<file path="src/rtl/robot_pkg.sv">
// Shared types and constants for the wall-following trash-clearing robot controller.
package robot_pkg;

  typedef enum logic [2:0] {
    FIRST_MOVE = 3'd0,
    SEARCH     = 3'd1,
    ROTATE     = 3'd2,
    REMOVE     = 3'd3,
    STANDBY    = 3'd4,
    STUCK      = 3'd5
  } state_e;

  typedef enum logic [2:0] {
    ActNone,
    ActFront,
    ActSideTurn,
    ActAwayTurn,
    ActRemove
  } action_e;

  localparam logic TURN_CCW = 1'b0;
  localparam logic TURN_CW  = 1'b1;

  localparam int unsigned HAND_LEFT  = 0;
  localparam int unsigned HAND_RIGHT = 1;

endpackage

</file>
<file path="src/rtl/robot_remove_timer.sv">
// Down-counter timing one trash removal; expired_o is high once the remove budget is spent.
module robot_remove_timer #(
  parameter int unsigned Cycles = 3
) (
  input  logic clk_i,
  input  logic rst_ni,
  input  logic start_i,
  input  logic abort_i,
  output logic expired_o
);

  localparam int unsigned CntW = (Cycles > 1) ? $clog2(Cycles) : 1;

  logic [CntW-1:0] cnt_d, cnt_q;

  // start_i coincides with the first remove cycle, so only Cycles-1 more remain.
  always_comb begin
    cnt_d = cnt_q;
    if (abort_i) begin
      cnt_d = '0;
    end else if (start_i) begin
      cnt_d = CntW'(Cycles - 1);
    end else if (cnt_q != '0) begin
      cnt_d = cnt_q - 1'b1;
    end
  end

  always_ff @(posedge clk_i or negedge rst_ni) begin
    if (!rst_ni) begin
      cnt_q <= '0;
    end else begin
      cnt_q <= cnt_d;
    end
  end

  assign expired_o = (cnt_q == '0);

endmodule

</file>
<file path="src/rtl/robot_ctrl_p.sv">
// Wall-following robot controller: picks one registered action per cycle from wall,
// trash and exit sensors, clears trash, and flags exit or a stuck condition.
module robot_ctrl_p
  import robot_pkg::*;
#(
  parameter int unsigned REMOVE_CYCLES = 3,
  parameter int unsigned STUCK_LIMIT   = 4,
  parameter int unsigned CNT_W         = 16,
  parameter int unsigned HAND          = HAND_LEFT
) (
  input  logic             clock,
  input  logic             reset,
  input  logic             head,
  input  logic             side,
  input  logic             barrier,
  input  logic             under,
  output logic             front,
  output logic             turn,
  output logic             turn_dir,
  output logic             remove,
  output logic             stuck,
  output logic             done,
  output logic [CNT_W-1:0] move_count
);

  localparam logic        SideDir = (HAND == HAND_RIGHT) ? TURN_CW : TURN_CCW;
  localparam logic        AwayDir = (HAND == HAND_RIGHT) ? TURN_CCW : TURN_CW;
  localparam int unsigned TcW     = $clog2(STUCK_LIMIT + 1);

  state_e  act_state, next_state;
  action_e rule_act, act;

  logic             side_turn_d, side_turn_q;
  logic [TcW-1:0]   turn_cnt_d, turn_cnt_q;
  logic [CNT_W-1:0] move_count_d, move_count_q;
  logic             front_d, front_q, turn_d, turn_q, turn_dir_d, turn_dir_q;
  logic             remove_d, remove_q, stuck_d, stuck_q, done_d, done_q;
  logic             timer_start, timer_abort, timer_expired;

  // The first move has no wall to follow yet, so it never takes a side-turn.
  always_comb begin
    rule_act = ActAwayTurn;
    if (barrier) begin
      rule_act = ActRemove;
    end else if (!side && !side_turn_q && (act_state != FIRST_MOVE)) begin
      rule_act = ActSideTurn;
    end else if (!head) begin
      rule_act = ActFront;
    end
  end

  always_comb begin
    next_state = act_state;
    act        = ActNone;
    case (act_state)
      FIRST_MOVE, SEARCH, ROTATE, REMOVE: begin
        if (under) begin
          next_state = STANDBY;
        end else if (turn_cnt_q >= TcW'(STUCK_LIMIT)) begin
          next_state = STUCK;
        end else if ((act_state == REMOVE) && barrier && timer_expired) begin
          next_state = SEARCH;
        end else begin
          act = rule_act;
          case (rule_act)
            ActRemove: next_state = REMOVE;
            ActFront:  next_state = SEARCH;
            default:   next_state = ROTATE;
          endcase
          if ((act_state == FIRST_MOVE) && (rule_act != ActRemove)) begin
            next_state = side ? SEARCH : FIRST_MOVE;
          end
        end
      end
      default: ;
    endcase
  end

  assign timer_start = (act == ActRemove) && (act_state != REMOVE);
  assign timer_abort = (act_state == REMOVE) && (next_state != REMOVE);

  always_comb begin
    front_d      = (act == ActFront);
    turn_d       = (act == ActSideTurn) || (act == ActAwayTurn);
    turn_dir_d   = (act == ActSideTurn) ? SideDir : ((act == ActAwayTurn) ? AwayDir : 1'b0);
    remove_d     = (act == ActRemove);
    side_turn_d  = (act == ActSideTurn);
    done_d       = done_q | (next_state == STANDBY);
    stuck_d      = stuck_q | (next_state == STUCK);

    turn_cnt_d = turn_cnt_q;
    if (front_d) begin
      turn_cnt_d = '0;
    end else if (turn_d && (turn_cnt_q < TcW'(STUCK_LIMIT))) begin
      turn_cnt_d = turn_cnt_q + 1'b1;
    end

    move_count_d = move_count_q;
    if (front_d && (move_count_q != {CNT_W{1'b1}})) begin
      move_count_d = move_count_q + 1'b1;
    end
  end

  always_ff @(posedge clock or negedge reset) begin
    if (!reset) begin
      act_state    <= FIRST_MOVE;
      side_turn_q  <= 1'b0;
      turn_cnt_q   <= '0;
      move_count_q <= '0;
      front_q      <= 1'b0;
      turn_q       <= 1'b0;
      turn_dir_q   <= 1'b0;
      remove_q     <= 1'b0;
      stuck_q      <= 1'b0;
      done_q       <= 1'b0;
    end else begin
      act_state    <= next_state;
      side_turn_q  <= side_turn_d;
      turn_cnt_q   <= turn_cnt_d;
      move_count_q <= move_count_d;
      front_q      <= front_d;
      turn_q       <= turn_d;
      turn_dir_q   <= turn_dir_d;
      remove_q     <= remove_d;
      stuck_q      <= stuck_d;
      done_q       <= done_d;
    end
  end

  robot_remove_timer #(
    .Cycles(REMOVE_CYCLES)
  ) u_remove_timer (
    .clk_i    (clock),
    .rst_ni   (reset),
    .start_i  (timer_start),
    .abort_i  (timer_abort),
    .expired_o(timer_expired)
  );

  assign front      = front_q;
  assign turn       = turn_q;
  assign turn_dir   = turn_dir_q;
  assign remove     = remove_q;
  assign stuck      = stuck_q;
  assign done       = done_q;
  assign move_count = move_count_q;

endmodule
</file>
<file path="config.mk">
export PLATFORM = sky130hd
export DESIGN_NAME = robot_ctrl_p
export DESIGN_NICKNAME = d
export VERILOG_FILES = /design/src/rtl/robot_pkg.sv /design/src/rtl/robot_remove_timer.sv /design/src/rtl/robot_ctrl_p.sv
export SDC_FILE = /design/constraint.sdc
export NUM_CORES = 1
export LEC_CHECK = 0
export CAP_MARGIN = 25
export CORE_MARGIN = 10
export CORE_UTILIZATION = 40
export CTS_CLUSTER_SIZE = 28
export DETAILED_ROUTE_END_ITERATION = 16
export GPL_ROUTABILITY_DRIVEN = 0
export PLACE_DENSITY = 0.73
export SLEW_MARGIN = 20
export SYNTH_ARGS = -nofsm -noshare
export SYNTH_HDL_FRONTEND = slang
export SYNTH_HIERARCHICAL = 1
export SYNTH_SLANG_ARGS = --single-unit
</file>
<file path="constraint.sdc">
create_clock -name clock -period 4.4 [get_ports clock]
set_clock_uncertainty 0.2 [all_clocks]
set_input_delay 0.88 -clock clock [delete_from_list [all_inputs] [get_ports clock]]
set_output_delay 0.88 -clock clock [all_outputs]
set_load 0.05 [all_outputs]
</file>
# Word-level counts from Yosys, hierarchy flattened
# Index checks and enable logic that the tools add are counted.
totals:
  reg_bits: 31
  input_bits: 6
  output_inout_bits: 22
  elab_cells: 73
classes:
  addsub: 3
  magnitude_cmp: 2
  eq_ne: 15
  muxes: 21
  bitwise: 2
  reduce_logical: 19
op_table:
  columns: ["cell", "n"]
  rows:
  - ["2-to-1 mux 3 bit", 12]
  - ["adder 16 x 1 -> 16 bit (second input constant)", 1]
  - ["!= test 16 bit (second input constant)", 1]
  - ["== test 3 x 2 -> 1 bit (second input constant)", 4]
  - ["== test 3 bit (second input constant)", 4]
  - ["2-to-1 mux 2 bit", 5]
  - ["== test 3 x 1 -> 1 bit (second input constant)", 3]
  - ["logical AND 1 bit", 9]
  - ["!= test 3 x 2 -> 1 bit (second input constant)", 2]
  - ["nonzero test 3 bit", 2]
  - ["one-hot mux 2 bit (2 select lines)", 1]
  - ["nonzero test 2 bit", 2]
  - ["OR reduction 4 bit", 1]
  - ["adder 3 x 1 -> 3 bit (second input constant)", 1]
  - [">= comparator 3 bit (second input constant)", 1]
  - ["logical NOT 3 bit", 1]
  - ["less-than comparator 3 bit (second input constant)", 1]
  - ["2-to-1 mux 1 bit", 3]
  - ["!= test 3 bit (second input constant)", 1]
  - ["logical NOT 1 bit", 2]
  - ["logical NOT 2 bit", 1]
  - ["bitwise OR 1 bit", 2]
  - ["subtractor 2 x 1 -> 2 bit (second input constant)", 1]
  - ["logical OR 1 bit", 1]

# Longest topological paths before layout
# Gate-level depths: netlist of the first run.
depth:
  ltp_word: 15
  mapped_depth: 6
  depth_no_buf: 5

# Hierarchy
# Netlist of the first run, hierarchy kept.
by_module_without_submodules:
  columns: ["module", "instances", "cells_each", "area_per_inst_um2", "seq_area_each_um2"]
  rows:
  - ["robot_ctrl_p", 1, 130, 1393.8, 725.7]
  - ["robot_remove_timer", 1, 9, 103.8, 50.0]

# Least setup slack after synthesis of the first run
# OpenSTA, ideal clock, no wires.
synth_timing:
  path_kind: "input port to flip-flop"
  from: "input port side"
  to: "register move_count_q[14], in the netlist move_count[14]"
  setup_time_ns: 0.125
  arrival_ns: 2.099
  required_time_ns: 4.075
  path_slack_ns: 1.977
  path_stages: 5
  path_buffers: 0
  cell_sequence: "or2_2 o211ai_2 clkinv_1 nand4_1 mux2_2"
synth_between:
  elab_chain_len: 11
synth_lines:
  columns: ["item", "line", "rtl"]
  rows:
  - ["from (decl)", "robot_ctrl_p.sv:14", "input logic side,"]
  - ["logical NOT 1 bit", "robot_ctrl_p.sv:45", "end else if (!side && !side_turn_q && (act_state != FIRST_MOVE)) begin"]
  - ["logical AND 1 bit (2 in a row)", "robot_ctrl_p.sv:45", null]
  - ["2-to-1 mux 2 bit", "robot_ctrl_p.sv:45", null]
  - ["2-to-1 mux 3 bit", "robot_ctrl_p.sv:43", "if (barrier) begin"]
  - ["2-to-1 mux 3 bit", "robot_ctrl_p.sv:61", "end else if ((act_state == REMOVE) && barrier && timer_expired) begin"]
  - ["2-to-1 mux 3 bit", "robot_ctrl_p.sv:59", "end else if (turn_cnt_q >= TcW'(STUCK_LIMIT)) begin"]
  - ["2-to-1 mux 3 bit", "robot_ctrl_p.sv:57", "if (under) begin"]
  - ["2-to-1 mux 3 bit", "robot_ctrl_p.sv:55", "case (act_state)"]
  - ["== test 3 x 1 -> 1 bit", "robot_ctrl_p.sv:83", "front_d = (act == ActFront);"]
  - ["via front_d", "robot_ctrl_p.sv:36", "logic front_d, front_q, turn_d, turn_q, turn_dir_d, turn_dir_q;"]
  - ["logical AND 1 bit", "robot_ctrl_p.sv:99", "if (front_d && (move_count_q != {CNT_W{1'b1}})) begin"]
  - ["to (signal assigned)", "robot_ctrl_p.sv:120", "move_count_q <= move_count_d;"]
  - ["to (decl)", "robot_ctrl_p.sv:35", "logic [CNT_W-1:0] move_count_d, move_count_q;"]
# The timed path passes the listed nets, and every way through them passes these cells.
# A chain may end at the register's enable or synchronous reset.

# Final worst setup path of the first run
# Ends and elaborated chain as after synthesis.

==> results.toml, run 1 <==
[layout]
n_antenna_cell = 0
drive_above_1_share_pct = 9.25
final_cell_mix = "dfrtp_1 (31), clkdlybuf4s50_1 (27), nor3_1 (9), nand2_1 (9)"
nets = 182
final_common_cell = "dfrtp_1"
nFillCells = 335
post-route-util_pct = 52.8
area_growth_pct = 28.0
regArea_um2 = 776
multi_input_area_um2 = 673

[power_and_ir_drop]
p_leak_nw = 0.821
power.share.clock_pct = 37.9
p_comb_share_pct = 13.3
p_switching_uw = 163
p_per_area_nw_per_um2 = 338
power_uw = 648
p_sw_share_pct = 25.1
cell_internal_pwr_uw = 485
vdd_drop_max_uv = 155
p_seq_share_pct = 48.8

[synthesis]
ys_types = 38
yosysSeqAreaShare_pct = 51.8
avgSynthCellArea_um2 = 10.8
netlist_instances = 139
ys_warn_count = 6
ys_ff_latch = 31
syn_nets = 149
synth_area_um2 = 1500

[clocking]
cts_hold_buf = 0
cts_made_buffers = 5
h-tree-depth = 2
clk_pin_slew_ps = 60
clkSinkCount = 31
cts_root_buffer = "clkbuf_8"
postCtsSetupBuffers = 0
cts_tree = "built"
cts_buffer_depth = 2
cts-resized-gates = 0
clk_latency_ps = 280

[route]
dr_total_vias = 1182
via_per_inst = 5.35
routed_wl_um = 3350
wl_per_cell_um = 15.2
drtPass1Iterations = 4
antenna_left = 0
drt_iter0_markers = 88
route.detailed.drc = 0

[sta]
rsz0062_at_grt = "no"
fin_hold_ws_ps = 278
final.setup.tns_ps = 0
tightest_slew_ps = 835
relSlewSlack_pct = 43.8
fmax_mhz = 361
fin_crit_ps = 2770
slew_viol_final = 0
post-route-period-util_pct = 63.0
hold_viol = 0
setup_violations = 0

[die]
initial_core_util_pct = 41.2
core_um2 = 3630
die_y_um = 81.2
ioPinCount = 28
die-area_um2 = 6590
core.rowCount = 22
die_w_um = 81.2

[setup_path]
cp.arrival_ps = 2740
crit_type = "in -> reg"
worst-endpoint-required_ps = 4360
endpoint_kind = "flop"
cp_max_fo = 8
crit_path_start_kind = "primary input"

[global_routing]
grt_pass1_wl_um = 5710
grt_max_degree = 32
globalRouteTotalUtil_pct = 11.2
first_global_vias = 1237
antenna_found_initial = 0
overflow = 0

[hold_path]
hp-class = "reg -> reg"

[flow_run]
max_cap_viol_count = 0

[placed_design]
dpl.hpwl_um = 2480
io_buffers = 27

[run_status]
status = "complete, no violations"
==> metrics by stage <==
stage,setup WS [ps],std cells,instance area [µm²]
after global placement,1410,213,1820
after global routing,1530,221,1920
final,1630,221,1920
after detailed placement,1360,213,1820
after CTS,1640,221,1920
after floorplan,1980,139,1500
==> critical path, stage by stage <==
cell	delay [ps]
clkdlybuf4s50_1	430
or2_2	320
o211ai_2	300
clkinv_1	280
nand4_1	170
mux2_2	340
==> logic make-up (layout without fill, tap and decap cells) <==
group / Yosys count / after routing / share of synthesized area (%)
multiplexers: 4 / 4 / 2.92
AO/OA/AOI/OAI: 16 / 16 / 7.35
adder cells (fa/ha/maj): 4 / 4 / 3.34
buffers and inverters: 10 / 44 / 3.26
AND/OR/NAND/NOR: 59 / 59 / 22.6
flip-flops: 31 / 31 / 51.8
XOR/XNOR: 15 / 15 / 8.77
==> cell usage after synthesis (all sizes together) <==
library cell | n | area share, %
a21o | 1 | 0.50
a21oi | 3 | 1.0
a22o | 1 | 0.58
a31oi | 1 | 0.42
a32oi | 1 | 0.58
and2 | 1 | 0.50
and3 | 1 | 0.42
and4 | 1 | 0.58
clkbuf | 2 | 1.3
clkinv | 1 | 0.25
dfrtp | 31 | 52
ha | 4 | 3.3
inv | 7 | 1.8
mux2 | 3 | 2.3
mux2i | 1 | 0.67
nand2 | 9 | 2.3
nand2b | 2 | 0.84
nand3 | 7 | 2.3
nand4 | 8 | 3.3
nand4b | 1 | 0.58
nor2 | 7 | 1.8
nor3 | 9 | 3.0
nor4 | 7 | 3.9
nor4b | 1 | 0.58
o211ai | 1 | 0.84
o21a | 1 | 0.50
o21ai | 4 | 1.3
o21ba | 1 | 0.67
o21bai | 1 | 0.50
o22ai | 1 | 0.42
or2 | 2 | 0.84
or3 | 1 | 0.42
or4 | 1 | 0.50
or4b | 1 | 0.67
xnor2 | 7 | 4.1
xor2 | 8 | 4.7
==> layer usage <==
layer / vias up / track usage [%] / part of all wire [%]
li1: 569 / - / -
met1: 570 / 12.1 / 41
met2: 37 / 17.8 / 47
met3: 6 / 6.18 / 9.8
met4: 0 / 5.02 / 1.8
met5: - / 0 / 0
==> registers in the layout (all words and copies together), names as in the netlist, 2 cells and up <==
name and flops:
act_state 3, turn_cnt_q 3, move_count 16, u_remove_timer/cnt_q 2
==> power groups by stage <==
stage,combinational (mW),clock [mW],sequential (mW)
final,0.0861,0.246,0.316
after global routing,0.0968,0.266,0.318
after CTS,0.0876,0.251,0.316
after detailed placement,0.0869,0,0.321
after global placement,0.0814,0,0.319
after floorplan,0.0581,0,0.321
==> area by class of cell <==
cell class              instances  area share [%]
repair buffers                 28            14.5
multi-input cells              98            35.1
flip-flops and latches         31            40.5
well taps                      48            3.13
inverters                       8            1.57
clock buffers                   8            5.22
==> worst paths after layout <==
check / start / to / slack [ps] / cells past startpoint
min reg2reg: stuck$_DFF_PN0_ / stuck$_DFF_PN0_ / 280 / 1
max: side / move_count[14]$_DFFE_PN0P_ / 1630 / 6
max in group asynchronous: reset / move_count[8]$_DFFE_PN0P_ / 2930 / 2
min in group asynchronous: reset / u_remove_timer/cnt_q[0]$_DFFE_PN0P_ / 770 / 2
min: stuck$_DFF_PN0_ / stuck$_DFF_PN0_ / 280 / 1
max reg2reg: move_count[7]$_DFFE_PN0P_ / move_count[1]$_DFFE_PN0P_ / 2100 / 4
(Power assumes the default switching activity.)
==> run 2, diff against run 1 <==
Clock period 4.4 ns to 2.86 ns, I/O delays scaled along.
==> run 2 against run 1 <==
Global-route usage hardly changed. Non-clock buffer count increased by 2. Power up 46%. Largest power group unchanged.
==> results.toml, run 2 (synthesis gave the netlist of run 1 again) <==
[global_routing]
grt_max_degree = 32
overflow = 0
antenna_found_initial = 0
globalRouteTotalUtil_pct = 11.2
grt_pass1_wl_um = 5620
first_global_vias = 1251

[layout]
drive_above_1_share_pct = 9.71
final_cell_mix = "dfrtp_1 (31), clkdlybuf4s50_1 (27), nor3_1 (9), nand2_1 (9)"
n_antenna_cell = 0
nets = 184
post-route-util_pct = 52.7
final_common_cell = "dfrtp_1"
largest_reg_flops = 16
multi_input_area_um2 = 673
area_growth_pct = 27.7
fin_cells = 223
nFillCells = 357
regArea_um2 = 776

[route]
dr_total_vias = 1174
wl_per_cell_um = 14.8
met3_length_um = 367
drt_iter0_markers = 94
via_per_inst = 5.26
wl_met1_um = 1260
highest_layer = "met4"
routed_wl_um = 3300
drtPass1Iterations = 4
route.detailed.drc = 0
antenna_left = 0
met2_length_um = 1580

[die]
ioPinCount = 28
die_y_um = 81.2
die_w_um = 81.2
core_um2 = 3630
initial_core_util_pct = 41.2
die-area_um2 = 6590
core.rowCount = 22

[sta]
setup_violations = 0
worst_slack_ps = 407
fin_crit_ps = 2450
post-route-period-util_pct = 85.8
fmax_mhz = 408
rsz0062_at_grt = "no"
final.setup.tns_ps = 0
hold_viol = 0
relSlewSlack_pct = 65.2
slew_viol_final = 0
tightest_slew_ps = 521

[clocking]
cts_root_buffer = "clkbuf_8"
h-tree-depth = 2
clkSinkCount = 31
postCtsSetupBuffers = 0
cts_hold_buf = 0
cts_made_buffers = 5
cts_buffer_depth = 2
clk_pin_slew_ps = 60
cts-resized-gates = 0
clk_latency_ps = 290
cts_tree = "built"

[run_status]
status = "complete, no violations"

[hold_path]
holdPathStages = 1
hp-class = "reg -> reg"

[setup_path]
timing.rr.start = "act_state[2]$_DFF_PN0_"
crit_type = "in -> reg"
crit_path_start_kind = "primary input"
cp_max_fo = 7
cpLargestDelayFamily = "simple AND/OR/NAND/NOR gates"
cp.arrival_ps = 2420
crit_cells = 5
critPathLaunch = "under"
cp_cell_sequence = "clkdlybuf4s50_1, nor4_4, o211ai_2, or4b_1, xnor2_1"
regToRegSetupSlack_ps = 590
worst-endpoint-required_ps = 2830
r2r_end = "move_count[7]$_DFFE_PN0P_"
slowest_delay_ps = 570
rr_worst_depth = 4
endpoint_kind = "flop"
crit_buf_inv = 1
critPathCapture = "move_count[7]$_DFFE_PN0P_"
crit_slowest_cell = "or4b_1"

[placed_design]
io_buffers = 27
pre_cts_slack_ps = 101
dp.cells = 215
dpl.hpwl_um = 2470

[power_and_ir_drop]
p_seq_share_pct = 51.2
power.share.clock_pct = 34.8
p_sw_share_pct = 26.4
p_per_area_nw_per_um2 = 495
p_comb_share_pct = 14.0
p_switching_uw = 250
p_leak_nw = 0.823
cell_internal_pwr_uw = 697
vdd_drop_max_uv = 290

[flow_run]
max_cap_viol_count = 0
-- run 2: cell count changes in the layout (fill, tap and decap cells not counted), sizes merged --
cell,change
buf,+2
clkbuf,-1
clkinv,+1
-- run 2: how the worst min path moves through the flow --
stage	to	from	slack, ps
after global routing	stuck$_DFF_PN0_	stuck$_DFF_PN0_	300
after global placement	stuck$_DFF_PN0_	stuck$_DFF_PN0_	250
after detailed placement	stuck$_DFF_PN0_	stuck$_DFF_PN0_	270
final	stuck$_DFF_PN0_	stuck$_DFF_PN0_	270
after floorplan	act_state[0]$_DFF_PN0_	reset	80
after CTS	stuck$_DFF_PN0_	stuck$_DFF_PN0_	290
-- run 2: metrics by stage --
stage	area (µm²)	hold slack (ps)	power, mW
finish	1910	270	0.947
floorplan	1500	76.4	0.583
global route	1910	303	1.01
CTS	1910	285	0.961
global placement	1830	252	0.616
detailed placement	1830	270	0.628
-- run 2: cell type report --
class / count / share of cell area [%]
inverters: 8 / 1.57
multi-input cells: 98 / 35.2
well taps: 48 / 3.14
repair buffers: 30 / 15.3
clock buffers: 7 / 3.99
flip-flops and latches: 31 / 40.5
clock inverters: 1 / 0.262
-- run 2: per-layer routing --
metal	up-vias	track usage, %
met5	-	0
met4	0	7.27
met3	8	5.85
met2	35	17.9
met1	562	11.3
li1	569	-
-- run 2: power groups by stage --
stage | logic, mW | clock network, mW | registers, mW
5_1_grt | 0.152 | 0.369 | 0.488
4_1_cts | 0.136 | 0.339 | 0.485
2_1_floorplan | 0.0893 | 0 | 0.494
3_3_place_gp | 0.125 | 0 | 0.491
3_5_place_dp | 0.135 | 0 | 0.494
6_report | 0.132 | 0.329 | 0.485
